===== src/rtl/mem_arbiter_if.sv =====
// Bus bundle between the two requesters, the arbiter and the shared memory.
// The slave modport is the arbiter's view; the master modport is the view
// of everything around it (both requesters plus the memory read port).
interface mem_arbiter_if #(
  parameter int AW = 8,
  parameter int DW = 16
);
  logic          req0;
  logic          req1;
  logic          we0;
  logic          we1;
  logic          lock0;
  logic          lock1;
  logic [AW-1:0] addr0;
  logic [AW-1:0] addr1;
  logic [DW-1:0] wdata0;
  logic [DW-1:0] wdata1;
  logic          gnt0;
  logic          gnt1;
  logic          rvalid0;
  logic          rvalid1;
  logic [DW-1:0] rdata;
  logic [AW-1:0] mem_addr;
  logic [DW-1:0] mem_wdata;
  logic          mem_we;
  logic [DW-1:0] mem_rdata;

  modport slave (
    input  req0, req1, we0, we1, lock0, lock1,
    input  addr0, addr1, wdata0, wdata1, mem_rdata,
    output gnt0, gnt1, rvalid0, rvalid1, rdata,
    output mem_addr, mem_wdata, mem_we
  );

  modport master (
    output req0, req1, we0, we1, lock0, lock1,
    output addr0, addr1, wdata0, wdata1, mem_rdata,
    input  gnt0, gnt1, rvalid0, rvalid1, rdata,
    input  mem_addr, mem_wdata, mem_we
  );
endinterface


===== src/rtl/mem_arbiter.sv =====
// Two-requester arbiter for the single synchronous on-chip memory.
// Zero-latency round-robin grant, one access per cycle, with a bounded
// bus lock so a requester can do read-modify-write without interleaving.
module mem_arbiter #(
  parameter int AW       = 8,
  parameter int DW       = 16,
  parameter int MAX_LOCK = 8
) (
  input  logic           Clock,
  input  logic           Resetn,
  mem_arbiter_if.slave   bus
);

  typedef enum logic [1:0] {IDLE, LOCK0, LOCK1} st_t;

  st_t           st;
  st_t           st_nxt;
  logic          last;
  logic          last_nxt;
  logic [7:0]    hold;
  logic [7:0]    hold_nxt;
  logic [1:0]    rv_p1;
  logic [1:0]    rv_nxt;
  logic          gnt0;
  logic          gnt1;
  logic [AW-1:0] addr_sel;
  logic [DW-1:0] wdata_sel;
  logic          we_sel;

  // Grant decision: round-robin in IDLE, owner-only while locked, none in reset
  always_comb begin
    gnt0 = 1'b0;
    gnt1 = 1'b0;
    if (Resetn) begin
      case (st)
        IDLE: begin
          if (bus.req0 && bus.req1) begin
            gnt0 = last;
            gnt1 = ~last;
          end else begin
            gnt0 = bus.req0;
            gnt1 = bus.req1;
          end
        end
        LOCK0:   gnt0 = bus.req0;
        LOCK1:   gnt1 = bus.req1;
        default: ;
      endcase
    end
  end

  // Memory mux: granted requester drives the memory; requester 0 parks on it otherwise
  always_comb begin
    addr_sel  = bus.addr0;
    wdata_sel = bus.wdata0;
    we_sel    = 1'b0;
    if (gnt1) begin
      addr_sel  = bus.addr1;
      wdata_sel = bus.wdata1;
      we_sel    = bus.we1;
    end else if (gnt0) begin
      we_sel    = bus.we0;
    end
    if (!Resetn) begin
      addr_sel  = '0;
      wdata_sel = '0;
      we_sel    = 1'b0;
    end
  end

  assign bus.gnt0      = gnt0;
  assign bus.gnt1      = gnt1;
  assign bus.mem_addr  = addr_sel;
  assign bus.mem_wdata = wdata_sel;
  assign bus.mem_we    = we_sel;
  assign bus.rvalid0   = rv_p1[0];
  assign bus.rvalid1   = rv_p1[1];
  assign bus.rdata     = bus.mem_rdata;

  // Next state: fairness pointer, lock entry/exit with tenure limit, read-valid pipeline
  always_comb begin
    st_nxt   = st;
    last_nxt = last;
    hold_nxt = hold;
    rv_nxt   = {gnt1 & ~bus.we1, gnt0 & ~bus.we0};
    if (gnt0) last_nxt = 1'b0;
    if (gnt1) last_nxt = 1'b1;
    case (st)
      IDLE: begin
        if (gnt0 && bus.lock0) begin
          st_nxt   = LOCK0;
          hold_nxt = 8'd1;
        end else if (gnt1 && bus.lock1) begin
          st_nxt   = LOCK1;
          hold_nxt = 8'd1;
        end
      end
      LOCK0: begin
        if (!bus.lock0) begin
          st_nxt   = IDLE;
          hold_nxt = 8'd0;
        end else if (hold == 8'(MAX_LOCK)) begin
          // forced release: pointer left on 0 so requester 1 wins the next tie
          st_nxt   = IDLE;
          last_nxt = 1'b0;
          hold_nxt = 8'd0;
        end else begin
          hold_nxt = hold + 8'd1;
        end
      end
      LOCK1: begin
        if (!bus.lock1) begin
          st_nxt   = IDLE;
          hold_nxt = 8'd0;
        end else if (hold == 8'(MAX_LOCK)) begin
          st_nxt   = IDLE;
          last_nxt = 1'b1;
          hold_nxt = 8'd0;
        end else begin
          hold_nxt = hold + 8'd1;
        end
      end
      default: begin
        st_nxt   = IDLE;
        hold_nxt = 8'd0;
      end
    endcase
  end

  // State register; reset aborts any in-flight read and drops the lock
  always_ff @(posedge Clock or negedge Resetn) begin
    if (!Resetn) begin
      st    <= IDLE;
      last  <= 1'b1;
      hold  <= 8'd0;
      rv_p1 <= 2'b00;
    end else begin
      st    <= st_nxt;
      last  <= last_nxt;
      hold  <= hold_nxt;
      rv_p1 <= rv_nxt;
    end
  end

endmodule


===== src/flat_wrapper.sv =====
// flat-port wrapper written by rule: the top's interface ports become plain ports
module mem_arbiter_flat 
#(
  parameter int AW       = 8,
  parameter int DW       = 16,
  parameter int MAX_LOCK = 8
)
  (Clock, Resetn, bus_req0, bus_req1, bus_we0, bus_we1, bus_lock0, bus_lock1, bus_addr0, bus_addr1, bus_wdata0, bus_wdata1, bus_mem_rdata, bus_gnt0, bus_gnt1, bus_rvalid0, bus_rvalid1, bus_rdata, bus_mem_addr, bus_mem_wdata, bus_mem_we);
  mem_arbiter_if #(.AW(AW), .DW(DW)) bus_i ();
  input  logic Clock;
  input  logic Resetn;
  input wire logic [$bits(bus_i.req0)-1:0] bus_req0;
  input wire logic [$bits(bus_i.req1)-1:0] bus_req1;
  input wire logic [$bits(bus_i.we0)-1:0] bus_we0;
  input wire logic [$bits(bus_i.we1)-1:0] bus_we1;
  input wire logic [$bits(bus_i.lock0)-1:0] bus_lock0;
  input wire logic [$bits(bus_i.lock1)-1:0] bus_lock1;
  input wire logic [$bits(bus_i.addr0)-1:0] bus_addr0;
  input wire logic [$bits(bus_i.addr1)-1:0] bus_addr1;
  input wire logic [$bits(bus_i.wdata0)-1:0] bus_wdata0;
  input wire logic [$bits(bus_i.wdata1)-1:0] bus_wdata1;
  input wire logic [$bits(bus_i.mem_rdata)-1:0] bus_mem_rdata;
  output wire logic [$bits(bus_i.gnt0)-1:0] bus_gnt0;
  output wire logic [$bits(bus_i.gnt1)-1:0] bus_gnt1;
  output wire logic [$bits(bus_i.rvalid0)-1:0] bus_rvalid0;
  output wire logic [$bits(bus_i.rvalid1)-1:0] bus_rvalid1;
  output wire logic [$bits(bus_i.rdata)-1:0] bus_rdata;
  output wire logic [$bits(bus_i.mem_addr)-1:0] bus_mem_addr;
  output wire logic [$bits(bus_i.mem_wdata)-1:0] bus_mem_wdata;
  output wire logic [$bits(bus_i.mem_we)-1:0] bus_mem_we;
  assign bus_i.req0 = bus_req0;
  assign bus_i.req1 = bus_req1;
  assign bus_i.we0 = bus_we0;
  assign bus_i.we1 = bus_we1;
  assign bus_i.lock0 = bus_lock0;
  assign bus_i.lock1 = bus_lock1;
  assign bus_i.addr0 = bus_addr0;
  assign bus_i.addr1 = bus_addr1;
  assign bus_i.wdata0 = bus_wdata0;
  assign bus_i.wdata1 = bus_wdata1;
  assign bus_i.mem_rdata = bus_mem_rdata;
  assign bus_gnt0 = bus_i.gnt0;
  assign bus_gnt1 = bus_i.gnt1;
  assign bus_rvalid0 = bus_i.rvalid0;
  assign bus_rvalid1 = bus_i.rvalid1;
  assign bus_rdata = bus_i.rdata;
  assign bus_mem_addr = bus_i.mem_addr;
  assign bus_mem_wdata = bus_i.mem_wdata;
  assign bus_mem_we = bus_i.mem_we;
  mem_arbiter #(.AW(AW), .DW(DW), .MAX_LOCK(MAX_LOCK)) u_core (.Clock(Clock), .Resetn(Resetn), .bus(bus_i));
endmodule

===== config.mk =====
export PLATFORM = sky130hd
export DESIGN_NAME = mem_arbiter_flat
export DESIGN_NICKNAME = d
export VERILOG_FILES = /design/src/rtl/mem_arbiter_if.sv /design/src/rtl/mem_arbiter.sv /design/src/flat_wrapper.sv
export SDC_FILE = /design/constraint.sdc
export NUM_CORES = 1
export LEC_CHECK = 0
export ABC_AREA = 1
export BUFFER_PORTS_ARGS = -buffer_cell sky130_fd_sc_hd__buf_2
export CORE_UTILIZATION = 36
export DETAILED_ROUTE_END_ITERATION = 10
export PLACE_DENSITY = 0.77
export SLEW_MARGIN = 20
export SYNTH_ARGS = -nofsm -noshare
export SYNTH_HDL_FRONTEND = slang
export SYNTH_SLANG_ARGS = --single-unit

===== constraint.sdc =====
create_clock -name Clock -period 1.4 [get_ports Clock]
set_input_delay 0.07 -clock Clock [delete_from_list [all_inputs] [get_ports Clock]]
set_output_delay 0.07 -clock Clock [all_outputs]
set_load 0.03 [all_outputs]

### Yosys cells after proc, flatten, opt, wreduce, memory -nomap -nowiden

Index checks and enable logic that the tools add are counted.

* bits of input ports: 72
* flip-flop bits (word level): 13

* add/subtract/negate cells: 1
* mux-type cells: 32
* bitwise logic cells: 5
* equality and inequality tests: 4
* reduce and logical (&&, ||, !) cells: 4

Operators by type and width (number)
* 8-bit 2-to-1 mux: 7
* 16-bit 2-to-1 mux: 2
* 8-bit case mux with 3 select lines: 1
* 1-bit 2-to-1 mux: 13
* 2-bit 2-to-1 mux: 5
* 8-bit by 1-bit adder with 8-bit output (second input constant): 1
* 8-bit by 4-bit == test with 1-bit output (second input constant): 1
* 1-bit case mux with 2 select lines: 3
* 2-bit case mux with 3 select lines: 1
* 1-bit logical AND: 3
* 3-bit by 1-bit inequality test with 1-bit output (second input constant): 1
* 1-bit NOT: 3
* 1-bit AND: 2
* 2-bit by 1-bit == test with 1-bit output (second input constant): 1
* 2-bit == test (second input constant): 1
* 2-bit zero test: 1

### Longest topological paths before layout

Gate-level depths: netlist of run 1.

* word-level depth: 9
* mapped depth: 9
* depth with buffers taken out: 9

### Worst setup path after synthesis of run 1

No wires, ideal clock.

* path kind: register to output
* start point: register u_core.st[0]
* end point: output port bus_mem_we
* buffers on the path: 0
* cell stages (with the launch flop): 9
* arrival: 1.736 ns
* data required time: 1.330 ns
* slack: -0.406 ns
* path through: dfrtp_1 -> inv_1 -> ha_1 -> nand2_1 -> nand2_1 -> nand2_1 -> inv_1 -> nand2_1 -> a21oi_1

* cells in the longest elaborated chain, start to end: 6
* elaborated cells between the ends (all ways): 10
* those cells by class: eq/ne (2); mux (7); reduce/logical (1)

RTL lines
* start: declaration: RTL line mem_arbiter.sv:16 `st_t st;`
* start signal: assignment: RTL line mem_arbiter.sv:138 `st <= st_nxt;`
* 2-bit by 1-bit == test with 1-bit output or 2-bit zero test (tied branches): RTL line mem_arbiter.sv:35 `case (st)`
* 1-bit case mux with 2 select lines *: RTL line mem_arbiter.sv:35
* 1-bit 2-to-1 mux *: RTL line mem_arbiter.sv:34 `if (Resetn) begin`
* named net bus_gnt0: RTL line flat_wrapper.sv:23 `output wire logic [$bits(bus_i.gnt0)-1:0] bus_gnt0;`
* 1-bit 2-to-1 mux *: RTL line mem_arbiter.sv:61 `end else if (gnt0) begin`
* 1-bit 2-to-1 mux *: RTL line mem_arbiter.sv:57 `if (gnt1) begin`
* 1-bit 2-to-1 mux *: RTL line mem_arbiter.sv:64 `if (!Resetn) begin`
* end: declaration: RTL line flat_wrapper.sv:30 `output wire logic [$bits(bus_i.mem_we)-1:0] bus_mem_we;`

The timed path passes the listed nets; every way through them passes the cells marked *.

### Worst setup path in the final report of run 1

* start point: register u_core.st[1]
* end point: output port bus_mem_wdata[3]

* cells in the longest elaborated chain, start to end: 5
* elaborated cells between the ends (all ways): 6
* those cells by class: eq/ne (1); mux (4); reduce/logical (1)

RTL lines
* 2-bit == test or 2-bit zero test (tied branches): RTL line mem_arbiter.sv:35
* 1-bit case mux with 2 select lines *: RTL line mem_arbiter.sv:35
* 1-bit 2-to-1 mux *: RTL line mem_arbiter.sv:34
* 16-bit 2-to-1 mux *: RTL line mem_arbiter.sv:57
* 16-bit 2-to-1 mux *: RTL line mem_arbiter.sv:64
* end: declaration: RTL line flat_wrapper.sv:29 `output wire logic [$bits(bus_i.mem_wdata)-1:0] bus_mem_wdata;`

Mark *: on every way between the ends. The rest lies on a longest branch, timed or not.

==> results.json, run 1 <==
{
  "run_status": "complete, but fails checks",
  "failed_checks": "negative setup slack",
  "detail_route.drc_violations": 0,
  "yosysWarningCount": 0,
  "met3RoutedLength_um": 411,
  "total_power_w": 0.00388,
  "path_cells": "inv_2 -> ha_4 -> nand2_4 -> nand2_4 -> nand2_8 -> buf_16 -> nand3_2 -> nand2_4 -> buf_6",
  "floorplan.core_area_sq_um": 3800,
  "dr.pass1.iters": 4,
  "power_per_cell_area_nw_per_um2": 1340,
  "worst_slew_margin_relative_to_its_limit": 0.598,
  "route.top_layer_used": "met4",
  "rsz_0062_raised_after_global_routing": "yes",
  "multi_input_logic_area_sq_um": 1450,
  "syn2layout_area_growth_pct": 97.3,
  "synth-seq-area-share": 0.222,
  "drt-wirelength-per-cell_um": 17.1,
  "clock_path_buffers": 2,
  "post_drt_via_cell_ratio": 5.52,
  "layout.cells.most_common_list": "sky130_fd_sc_hd__buf_2, sky130_fd_sc_hd__nand2_1, sky130_fd_sc_hd__nand2_4",
  "initial_antenna_violation_count": 0,
  "setup_violations": 39,
  "critical_path.endpoint_type": "output port",
  "timing.hold.ws_ps": 36.2,
  "insertedDiodeCount": 0,
  "final_critical_period_ps": 1780,
  "synth_seq_cells": 13,
  "worst_ir_drop_vdd_uv": 1010,
  "storage_element_area_sq_um": 327,
  "worst-path-max-fanout": 7,
  "wl_met1_um": 2300,
  "i_o_pins": 117,
  "number_of_global_route_vias_before_repair": 2264,
  "fillcell_total": 223,
  "detailed_placer_s_ending_hpwl_um": 3730,
  "max_cap_violation_count": 0,
  "htree_num_levels": 1,
  "final_nets": 420,
  "placement_rows": 22,
  "grt_total_usage": 0.306,
  "postSynthAreaPerCell_sq_um": 6.09,
  "grt_max_degree": 18,
  "finalWeightedCongestion": 0.846,
  "cts_root_buf": "sky130_fd_sc_hd__clkbuf_8",
  "crit_top_cell": "sky130_fd_sc_hd__nand2_4",
  "synthCells": 242,
  "post_synth_instance_area_sq_um": 1470,
  "initial_utilization": 0.388,
  "dieWidth_um": 66.0,
  "synth_cell_types": 24,
  "start_kind": "flop",
  "clock_sinks": 13,
  "insertion_delay_ps": 250,
  "globalRoute.totalOverflow": 0,
  "placement.io_buffers": 84,
  "fraction_of_layout_instances_using_a_drive_strength_above_1": 0.616,
  "cp_slowest_cell": "sky130_fd_sc_hd__dfrtp_1",
  "finalHoldViolations": 0,
  "final.setup_skew_ps": 2.25,
  "tritoncts": "built",
  "maxSlewViolCount": 0,
  "wire_length_of_the_first_global_routing_pass_um": 10200,
  "layout.cell_area.non_filler_sq_um": 2910,
  "cts.reportedPaths.clkPinSlew_ps": 60,
  "finalWirelength_um": 6640,
  "dp_worst_setup_slack_ps": -187,
  "max_freq_ghz": 0.563,
  "final_antenna_net_count": 0,
  "post_dp_cell_area_sq_um": 2310,
  "hold_path_class": "primary input to flop",
  "detailroute.via_count": 2146,
  "most_common_library_cell_in_the_layout_ignoring_fill_and_taps": "sky130_fd_sc_hd__buf_2",
  "die-area_sq_um": 4350,
  "cellLeakagePower_nw": 1.50,
  "cts_inserted_buffers": 3,
  "max_incr_delay_on_cp_ps": 410,
  "worst_slew_pin_slew_ps": 602,
  "worst_endpoint_required_time_ps": 1330,
  "initialDrtViolationCount": 86,
  "finalCritPeriodShare": 1.27,
  "worst-endpoint-arrival_ps": 1710,
  "synth_nets": 320,
  "post-route-worst-setup-slack_ps": -377,
  "path_class": "flop to output port",
  "detail_route_met2_wl_um": 3650,
  "floorplan.die.height_um": 66.0
}
==> metal layers <==
| metal | track usage | vias up |
|---|---|---|
| met5 | 0 | - |
| met4 | 0.176 | 0 |
| met3 | 0.0207 | 29 |
| met2 | 0.579 | 127 |
| met1 | 0.331 | 1016 |
| li1 | - | 974 |
==> repair_timing <==
item,in CTS,in global routing
hold buffers,2,0
pin swaps,24,8
cloned,3,0
buffers inserted,4,3
gates resized for setup,107,8
setup endpoints to repair,38,39
hold endpoints to repair,13,0
==> kinds of logic after synthesis <==
family	synth area share
AOI/OAI and AO/OA	0.0433
xor gates and xnor gates	0.00595
adders and majority gates	0.0510
buffers and inverters	0.174
DFF	0.222
and+or+nand+nor	0.504
==> through the flow <==
| stage | util | instances | TNS [ps] |
|---|---|---|---|
| CTS | 0.753 | 386 | -9440 |
| finish | 0.765 | 389 | -11510 |
| global placement | 0.608 | 373 | -3830 |
| floorplan | - | 242 | -384 |
| detailed placement | 0.608 | 373 | -5160 |
| global route | 0.765 | 389 | -14590 |
==> worst max-delay path, delay by kind of cell (launching register included) <==
family / cells / cell delay, ps
simple gates: 5 / 510
flops: 1 / 410
buf+inv: 3 / 360
fa+ha+maj: 1 / 170
==> final timing paths <==
check | depth (start not counted) | start | end | slack [ps]
min in group asynchronous | 2 | Resetn | u_core.last | 90
worst max-delay path | 9 | u_core.st[1] | bus_mem_wdata[3] | -380
worst min-delay path | 2 | bus_we1 | u_core.rv_p1[1] | 40
max in group asynchronous | 3 | Resetn | u_core.hold[5] | 310
worst min register to register | 2 | u_core.hold[2] | u_core.hold[2] | 550
worst max register to register | 12 | u_core.last | u_core.st[1] | -320
==> final cells by class <==
class / count / area share
tap: 48 / 0.0207
sequential: 13 / 0.112
multi-input combinational: 185 / 0.500
timing repair inverter: 1 / 0.00560
inverter: 19 / 0.0336
timing repair buffer: 119 / 0.313
clock buffer: 4 / 0.0155
==> registers in the layout, summed over array words and instances (netlist names) <==
name	cells
u_core.rv_p1	2
u_core.last	1
u_core.st	2
u_core.hold	8
==> synth_stat cells <==
library cell,n,share of area
sky130_fd_sc_hd__buf_4,18,0.092
sky130_fd_sc_hd__nor3_1,1,0.0034
sky130_fd_sc_hd__nand3_4,1,0.012
sky130_fd_sc_hd__inv_2,4,0.010
sky130_fd_sc_hd__o21ai_2,1,0.0059
sky130_fd_sc_hd__nand3_2,1,0.0068
sky130_fd_sc_hd__xnor2_1,1,0.0059
sky130_fd_sc_hd__o21bai_1,2,0.010
sky130_fd_sc_hd__a21oi_1,3,0.010
sky130_fd_sc_hd__dfrtp_1,12,0.20
sky130_fd_sc_hd__ha_1,6,0.051
sky130_fd_sc_hd__inv_1,15,0.038
sky130_fd_sc_hd__nand4_1,8,0.034
sky130_fd_sc_hd__dfstp_2,1,0.018
sky130_fd_sc_hd__o21ai_0,5,0.017
sky130_fd_sc_hd__nand3_1,52,0.18
sky130_fd_sc_hd__nand2_1,87,0.22
sky130_fd_sc_hd__nand2_4,1,0.0076
sky130_fd_sc_hd__buf_6,2,0.015
sky130_fd_sc_hd__nor2_1,13,0.033
sky130_fd_sc_hd__nand2_2,1,0.0043
sky130_fd_sc_hd__buf_2,4,0.014
sky130_fd_sc_hd__or2_1,1,0.0043
sky130_fd_sc_hd__clkbuf_1,2,0.0051
==> where the power goes <==
| group | leakage [nW] | internal (W) | switching, W |
|---|---|---|---|
| combinational | 1.30 | 0.00130 | 0.00173 |
| sequential | 0.173 | 0.000457 | 0.0000525 |
| clock | 0.0228 | 0.000202 | 0.000144 |
| total | 1.50 | 0.00196 | 0.00192 |
(Power assumes the default switching activity.)
==> run 2, diff against run 1 <==
Settings changed: SKIP_CTS_REPAIR_TIMING set to 1.
==> run 2 against run 1 <==
Compared with the run above: the run still ends with negative setup slack left; critical endpoint is now bus_mem_wdata[5]; non-clock buffer count shrank 5; highest routed layer unchanged; utilization shrank 1.0 points; total power is 1.2% lower.
==> results.json, run 2 (synthesized netlist as in run 1, its figures left out) <==
{
  "run_status": "complete, but fails checks",
  "failed_checks": "negative setup slack",
  "fin_tns_setup_ps": -10850,
  "clock_sinks": 13,
  "worst-endpoint-arrival_ps": 1710,
  "largest-register": "u_core.hold",
  "htree_num_levels": 1,
  "cellLeakagePower_nw": 1.47,
  "finalWirelength_um": 6470,
  "final.setup_skew_ps": 2.00,
  "r2r_cells": 12,
  "wire_length_of_the_first_global_routing_pass_um": 7520,
  "finalHoldViolations": 0,
  "max_freq_ghz": 0.562,
  "worst_ir_drop_vdd_uv": 1100,
  "finalWeightedCongestion": 0.846,
  "initialDrtViolationCount": 113,
  "final_nets": 415,
  "detailed_placer_s_ending_hpwl_um": 3730,
  "cts.reportedPaths.clkPinSlew_ps": 60,
  "placement.io_buffers": 84,
  "floorplan.die.height_um": 66.0,
  "worst_endpoint_required_time_ps": 1330,
  "insertedDiodeCount": 0,
  "layout.cells.most_common_list": "sky130_fd_sc_hd__buf_2, sky130_fd_sc_hd__nand2_1, sky130_fd_sc_hd__nand2_4",
  "detail_route.drc_violations": 0,
  "start_kind": "flop",
  "most_common_library_cell_in_the_layout_ignoring_fill_and_taps": "sky130_fd_sc_hd__buf_2",
  "tritoncts": "built",
  "cp.buffers_inverters": 2,
  "worst_slew_margin_relative_to_its_limit": 0.597,
  "final_critical_period_ps": 1780,
  "max_incr_delay_on_cp_ps": 540,
  "path_cells": "nand3_2 -> nand2_4 -> nand2_4 -> nand2_8 -> clkbuf_16 -> nand3_4 -> nand2_4 -> buf_6",
  "cts_inserted_buffers": 3,
  "cp_slowest_cell": "sky130_fd_sc_hd__dfstp_2",
  "max_cap_violation_count": 0,
  "dp_worst_setup_slack_ps": -187,
  "floorplan.core_area_sq_um": 3800,
  "critical_path.endpoint_type": "output port",
  "drt-wirelength-per-cell_um": 16.9,
  "post-route-worst-setup-slack_ps": -381,
  "largest_reg_flops": 8,
  "hold_path_class": "primary input to flop",
  "post_drt_via_cell_ratio": 5.52,
  "fraction_of_layout_instances_using_a_drive_strength_above_1": 0.616,
  "grt_total_usage": 0.218,
  "i_o_pins": 117,
  "total_power_w": 0.00383,
  "power_per_cell_area_nw_per_um2": 1340,
  "worst_slew_pin_slew_ps": 603,
  "detailroute.via_count": 2118,
  "crit_top_cell": "sky130_fd_sc_hd__nand2_4",
  "cp.depth": 8,
  "placement_rows": 22,
  "timing.critical_path.max_delay_family": "simple AND/OR/NAND/NOR gates",
  "globalRoute.totalOverflow": 0,
  "maxSlewViolCount": 0,
  "dr.pass1.iters": 4,
  "finalCritPeriodShare": 1.27,
  "initial_utilization": 0.388,
  "die-area_sq_um": 4350,
  "worst-path-max-fanout": 7,
  "largest_registers": "u_core.hold x8, u_core.rv_p1 x2, u_core.st x2",
  "hold_path_depth": 2,
  "cts_root_buf": "sky130_fd_sc_hd__clkbuf_8",
  "number_of_global_route_vias_before_repair": 1785,
  "clock_path_buffers": 2,
  "path_class": "flop to output port",
  "insertion_delay_ps": 250,
  "final_antenna_net_count": 0,
  "initial_antenna_violation_count": 0,
  "grt_max_degree": 27,
  "setup_violations": 38,
  "syn2layout_area_growth_pct": 94.6,
  "dieWidth_um": 66.0,
  "rsz_0062_raised_after_global_routing": "yes"
}
run 2: changes by cell type in the layout (fill, tap and decap cells not counted), sizes merged:
cell and delta:
buf -8, clkbuf +3, clkinv +2, inv -2
run 2: routing by layer:
metal / vias up / track usage / share of wire
met3: 42 / 0.00690 / 0.061
met4: 0 / 0.0931 / 0.058
li1: 964 / - / -
met1: 979 / 0.256 / 0.35
met5: - / 0 / 0
met2: 133 / 0.407 / 0.53
run 2: final cells by class:
cell class | count | area, sq um
Clock buffer | 4 | 45.0
Inverter | 19 | 105
Timing Repair inverter | 1 | 16.3
Tap cell | 48 | 60.1
Timing Repair Buffer | 114 | 861
Multi-Input combinational cell | 185 | 1450
Sequential cell | 13 | 328
Fill cell | 238 | 932
run 2: metrics by stage:
step           hold WS [ps]  utilization  cells  cell area, sq um
2_1_floorplan          -226            -    242              1850
3_3_place_gp            125        0.608    373              2310
3_5_place_dp            120        0.608    373              2310
4_1_cts                -144        0.620    377              2350
5_1_grt                44.7        0.755    384              2870
6_report               7.00        0.755    384              2870
run 2: worst paths after layout:
path	start	endpoint	slack, ps
worst max register to register	u_core.last	u_core.st[1]	-240
worst max-delay path	u_core.last	bus_mem_wdata[5]	-380
worst min-delay path	bus_we1	u_core.rv_p1[1]	7
max in group asynchronous	Resetn	u_core.st[1]	280
worst min register to register	u_core.hold[2]	u_core.hold[2]	590
min in group asynchronous	Resetn	u_core.last	90
run 2: worst register-to-register path: stages (launching register included):
cell and delay [ps]:
sky130_fd_sc_hd__dfstp_2 540, sky130_fd_sc_hd__buf_4 120, sky130_fd_sc_hd__inv_1 40, sky130_fd_sc_hd__nand3_1 50, sky130_fd_sc_hd__nand2_1 70, sky130_fd_sc_hd__nand2_2 100, sky130_fd_sc_hd__buf_6 120, sky130_fd_sc_hd__nand3_4 110
sky130_fd_sc_hd__nand2_4 110, sky130_fd_sc_hd__buf_4 110, sky130_fd_sc_hd__nand2_1 50, sky130_fd_sc_hd__nand3_2 60, sky130_fd_sc_hd__nand2_2 50
run 2: where the power goes:
part           internal (W)  switching, W  total (W)
Sequential         0.000461     0.0000672   0.000528
Clock              0.000202      0.000149   0.000350
Combinational       0.00123       0.00173    0.00296
